## src/rtl/sample_fifo.sv

```systemverilog
// Parametrised show-ahead sample FIFO between the S/PDIF decoder and the I2S serialiser.
// Registered occupancy counter drives all status flags; sticky overflow/underflow; synchronous flush.
module sample_fifo #(
  parameter int unsigned WIDTH      = 24,
  parameter int unsigned DEPTH_LOG2 = 4,
  parameter int unsigned AF_LEVEL   = (2 ** DEPTH_LOG2) - 2,
  parameter int unsigned AE_LEVEL   = 2
) (
  input  logic                  clk,
  input  logic                  resetn,
  input  logic                  flush,
  input  logic                  write,
  input  logic [WIDTH-1:0]      write_data,
  input  logic                  read,
  output logic [WIDTH-1:0]      read_data,
  output logic [DEPTH_LOG2:0]   level,
  output logic                  full,
  output logic                  empty,
  output logic                  almost_full,
  output logic                  almost_empty,
  output logic                  overflow,
  output logic                  underflow
);

  localparam int unsigned DEPTH = 2 ** DEPTH_LOG2;
  localparam int unsigned LW    = DEPTH_LOG2 + 1;

  localparam logic [LW-1:0]         LVL_ONE   = LW'(1);
  localparam logic [LW-1:0]         LVL_DEPTH = LW'(DEPTH);
  localparam logic [LW-1:0]         LVL_AF    = LW'(AF_LEVEL);
  localparam logic [LW-1:0]         LVL_AE    = LW'(AE_LEVEL);
  localparam logic [DEPTH_LOG2-1:0] PTR_ONE   = DEPTH_LOG2'(1);

  logic [WIDTH-1:0]      mem_q [DEPTH];
  logic [DEPTH_LOG2-1:0] wr_ptr_q, wr_ptr_d;
  logic [DEPTH_LOG2-1:0] rd_ptr_q, rd_ptr_d;
  logic [LW-1:0]         level_q, level_d;
  logic                  overflow_q, overflow_d;
  logic                  underflow_q, underflow_d;
  logic                  full_w, empty_w;
  logic                  wr_acc, rd_acc;

  assign full_w  = (level_q == LVL_DEPTH);
  assign empty_w = (level_q == '0);

  // A full FIFO still accepts a write when a read frees the head slot on the same edge.
  always_comb begin
    wr_acc      = 1'b0;
    rd_acc      = 1'b0;
    wr_ptr_d    = wr_ptr_q;
    rd_ptr_d    = rd_ptr_q;
    level_d     = level_q;
    overflow_d  = overflow_q;
    underflow_d = underflow_q;
    if (flush) begin
      wr_ptr_d    = '0;
      rd_ptr_d    = '0;
      level_d     = '0;
      overflow_d  = 1'b0;
      underflow_d = 1'b0;
    end else begin
      wr_acc = write && (!full_w || read);
      rd_acc = read && !empty_w;
      if (write && full_w && !read) overflow_d  = 1'b1;
      if (read && empty_w)          underflow_d = 1'b1;
      if (wr_acc) wr_ptr_d = wr_ptr_q + PTR_ONE;
      if (rd_acc) rd_ptr_d = rd_ptr_q + PTR_ONE;
      case ({wr_acc, rd_acc})
        2'b10:   level_d = level_q + LVL_ONE;
        2'b01:   level_d = level_q - LVL_ONE;
        default: level_d = level_q;
      endcase
    end
  end

  always_ff @(posedge clk or negedge resetn) begin
    if (!resetn) begin
      wr_ptr_q    <= '0;
      rd_ptr_q    <= '0;
      level_q     <= '0;
      overflow_q  <= 1'b0;
      underflow_q <= 1'b0;
    end else begin
      wr_ptr_q    <= wr_ptr_d;
      rd_ptr_q    <= rd_ptr_d;
      level_q     <= level_d;
      overflow_q  <= overflow_d;
      underflow_q <= underflow_d;
    end
  end

  // Storage is deliberately left out of reset; contents are only meaningful while level > 0.
  always_ff @(posedge clk) begin
    if (wr_acc) mem_q[wr_ptr_q] <= write_data;
  end

  assign read_data    = mem_q[rd_ptr_q];
  assign level        = level_q;
  assign full         = full_w;
  assign empty        = empty_w;
  assign almost_full  = (level_q >= LVL_AF);
  assign almost_empty = (level_q <= LVL_AE);
  assign overflow     = overflow_q;
  assign underflow    = underflow_q;

endmodule

```

## config.mk

```make
export PLATFORM = sky130hd
export DESIGN_NAME = sample_fifo
export DESIGN_NICKNAME = d
export VERILOG_FILES = /design/src/rtl/sample_fifo.sv
export SDC_FILE = /design/constraint.sdc
export NUM_CORES = 1
export LEC_CHECK = 0
export ABC_AREA = 0
export BUFFER_PORTS_ARGS = -buffer_cell sky130_fd_sc_hd__clkbuf_2
export CAP_MARGIN = 25
export CORE_UTILIZATION = 57
export CTS_CLUSTER_DIAMETER = 200
export DETAILED_ROUTE_END_ITERATION = 6
export GPL_TIMING_DRIVEN = 0
export PLACE_DENSITY = 0.78
export SLEW_MARGIN = 10
export SYNTH_ARGS = -nofsm -noshare
export SYNTH_HDL_FRONTEND = slang
export SYNTH_SLANG_ARGS = --single-unit
```

## constraint.sdc

```tcl
create_clock -name clk -period 6.15 [get_ports clk]
set_input_delay 0.3075 -clock clk [delete_from_list [all_inputs] [get_ports clk]]
set_output_delay 0.3075 -clock clk [all_outputs]
set_load 0.01 [all_outputs]
```

==> summary.txt <==
Route
  • DRC: 0
  • DR iter-0 viols: 786
  • Final wirelength: between 30000 and 40000 um
  • DRT Pass-1 Iters: 5
  • Via count: roughly 7400
  • Detail Route Antenna Nets: 0
  • Routed WL per cell: 29.3 um
  • Vias per std cell: 6.42

Critical path
  • Slowest Stage Delay on Critical Path: approximately 0.51 ns
  • R2R Setup Slk: around 3.6 ns
  • Critical Path Fanout Max: 10
  • Crit path to: read_data[14]
  • Setup CP Type: flop to primary output
  • Crit path DAT: 3.02 ns
  • Reg2reg end: mem_q[2][15]
  • Worst Setup End Kind: primary output
  • CP startpoint kind: flop
  • FF-to-FF path depth: 6
  • Critical Path Start: rd_ptr_q[1]
  • Worst EP required: 5.84 ns
  • Worst path slowest cell: mux4_2
  • Critical-path cell list: clkbuf_1, buf_2, buf_2, mux4_2, mux4_2, clkbuf_2
  • Worst R2R Start: level[0]

Power
  • Switch share: around a quarter
  • Power per cell area: 381 nW/um2
  • Power, Total: approximately 7000 uW
  • Flop pwr share: around 45%
  • Worst vdd ir: between 0.2 and 0.3 mV
  • Power share of the combinational group: a little over a fifth
  • Clock network power share: between 30% and 40%
  • Net Sw Power: 1710 uW
  • Leak: ~0.0057 uW
  • Cell Int Power: 5120 uW

Global routing
  • First-pass GRT wire length: 50000 um
  • GRT Residual Overflow: 0
  • Largest net degree at the start of global routing: 19
  • Initial antenna violation count: 0
  • GR Util All Layers: 25.4%
  • Vias in the first global route: approximately 7900

Die
  • IO Pins: 64
  • Row count: roughly 60
  • Die height: about 170 um
  • Core footprint: ~26000 um2
  • Die Wd: around 170 um
  • Starting Density: between 50% and 60%
  • Full die area: roughly 28000 um2

CTS
  • TritonCTS clock tree: built
  • Sink Count: roughly 400
  • Clk slew on worst S/H paths: approximately 0.060 ns
  • Num CTS Buffers: 39
  • Htree depth: 2
  • Clock Tree Root: clkbuf_16
  • Clk_lat worst skew: 0.53 ns
  • Clk buf depth: 3
  • CTS resizes: 0

STA
  • RSZ-0062 raised after global routing: no
  • Max-slew violation count: 0
  • Clock Skews: ~0.014 ns
  • Setup TNS: 0 ns
  • Hold Vio Cnt, Final: 0
  • Final cycle utilization of the critical path: a little over half
  • Worst Tran Pin Value: slightly below 1 ns
  • Final min period: 3.33 ns
  • Final setup fails: 0
  • Slew headroom: 34.9%
  • Top achievable clock speed: 0.301 GHz

Hold path
  • Hold depth: 3
  • Hold Crit Class: primary input to flop

Placed design
  • IO Port Bufs: 63
  • Final HPWL DP: 19800 um
  • # placed instances: around 1100
  • Routability cong.: 0.833

Finish
  • Antenna fix cells: 0
  • Final cell count without fillers: around 1100
  • Area grow syn2layout: 16.0%
  • Share of layout cells above drive strength 1: 36.7%
  • Filler instances: 1568
  • Layout net count: 820

Logic synthesis
  • Register area share after synthesis: between 70 and 80%
  • Flops & latches, synth: roughly 400
  • Post-synthesis cell type count: between 40 and 50
  • Synth Flop Type: edfxtp_1
  • Syn Inst Count: 663
  • Synth Net Count: approximately 700
  • Synth async-reset ratio: about 3.8%
  • Synth Warn #: 0
  • Synthesized area: between 15000 and 20000 um2
  • Post-synth EDFFs: ~380
  • Syn_area_per_cell: 23.3 um2

Outcome
  • Status: complete, no violations

Job
  • Max-Cap Viols: 0
[stage by stage]
stage / setup slack (ns) / cell area, um2 / util (%) / hold WS [ns]
after global routing: 2.74 / 18000 / 68.1 / 0.169
after floorplan: 3.59 / 15500 / - / 0.0119
after global placement: 2.31 / 16200 / 61.5 / 0.254
after detailed placement: 3.37 / 16700 / 63.3 / 0.277
final: 2.82 / 18000 / 68.1 / 0.130
after CTS: 2.81 / 18000 / 68.1 / 0.118
[cells in the mapped netlist, drive strengths merged, types with 4 or more instances]
cell type,count,area (um2)
inv,6,22.5
buf,20,136
clkbuf,14,52.6
nand2,12,47.6
dfrtp,15,375
mux4,120,2700
xor2,4,35.0
nor4,4,37.5
nor2,34,128
a21oi,6,30.0
edfxtp,384,11500
ha,7,87.6
[layout make-up]
class / count / area (um2) / area share [%]
Buffer: 34 / 189 / 1.05
Clock buffer: 47 / 1050 / 5.84
Clock inverter: 21 / 211 / 1.18
Inverter: 6 / 22.5 / 0.125
Multi-Input combinational cell: 224 / 3480 / 19.4
Sequential cell: 399 / 11900 / 66.3
Tap cell: 335 / 419 / 2.33
Timing Repair Buffer: 80 / 676 / 3.76
[placed cells by master (no fill, tap or decap), drive strengths merged, types with 4 or more instances in the layout]
| cell type | Yosys | final |
|---|---|---|
| bufinv | 0 | 4 |
| a21oi | 6 | 6 |
| dfrtp | 15 | 15 |
| buf | 20 | 36 |
| nand2 | 12 | 12 |
| inv | 6 | 6 |
| nor2 | 34 | 34 |
| xor2 | 4 | 4 |
| clkinv | 0 | 16 |
| edfxtp | 384 | 384 |
| clkbuf | 14 | 124 |
| mux4 | 120 | 120 |
| ha | 7 | 7 |
| nor4 | 4 | 4 |
[cell families (layout without fill, tap and decap cells)]
kind of cell	count (synthesis)	after routing	synth area share, %
compound gates	19	19	0.954
xor+xnor	7	7	0.396
fa+ha+maj	7	7	0.566
buf+inv	40	188	1.37
flops	399	399	76.9
mux	123	123	17.7
simple gates	68	68	2.14
[worst min path at each step]
stage / start / to / slack, ns
after floorplan: resetn / level[0] / 0.01
after global placement: resetn / rd_ptr_q[3] / 0.25
after detailed placement: resetn / rd_ptr_q[3] / 0.28
after CTS: write / overflow / 0.12
after global routing: read / underflow / 0.17
final: read / underflow / 0.13
[worst max-delay path: cells and delay by family, from the launching register on]
kind	cells	cell delay (ns)
mux	2	0.92
flops	1	0.34
buf+inv	4	1.22
[repair_timing]
item / CTS / global route
setup buffers: 0 / 0
setup endpoints to repair: 0 / 0
hold endpoints to repair: 15 / 0
hold buffers: 1 / 0
[state kept, by name (all words and copies together) (netlist names)]
| name | flops |
|---|---|
| mem_q | 384 |
| underflow | 1 |
| level | 5 |
| wr_ptr_q | 4 |
| overflow | 1 |
| rd_ptr_q | 4 |
[power groups by stage]
stage / Clock [uW] / Sequential [uW] / Combinational (uW)
after floorplan: 0 / 3120 / 998
after global placement: 0 / 3120 / 1380
after detailed placement: 0 / 3120 / 1430
after CTS: 2380 / 3060 / 1440
after global routing: 2470 / 3070 / 1520
final: 2350 / 3060 / 1420
[per-layer routing]
metal | share of wire, % | wire length [um] | global-route usage (%)
met2 | 52 | 17500 | 43.5
met5 | 0 | 0 | 0
met3 | 7.1 | 2380 | 4.18
met1 | 38 | 12700 | 33.2
met4 | 3.1 | 1030 | 9.14
No activity file was read; power rests on OpenSTA's default activity.
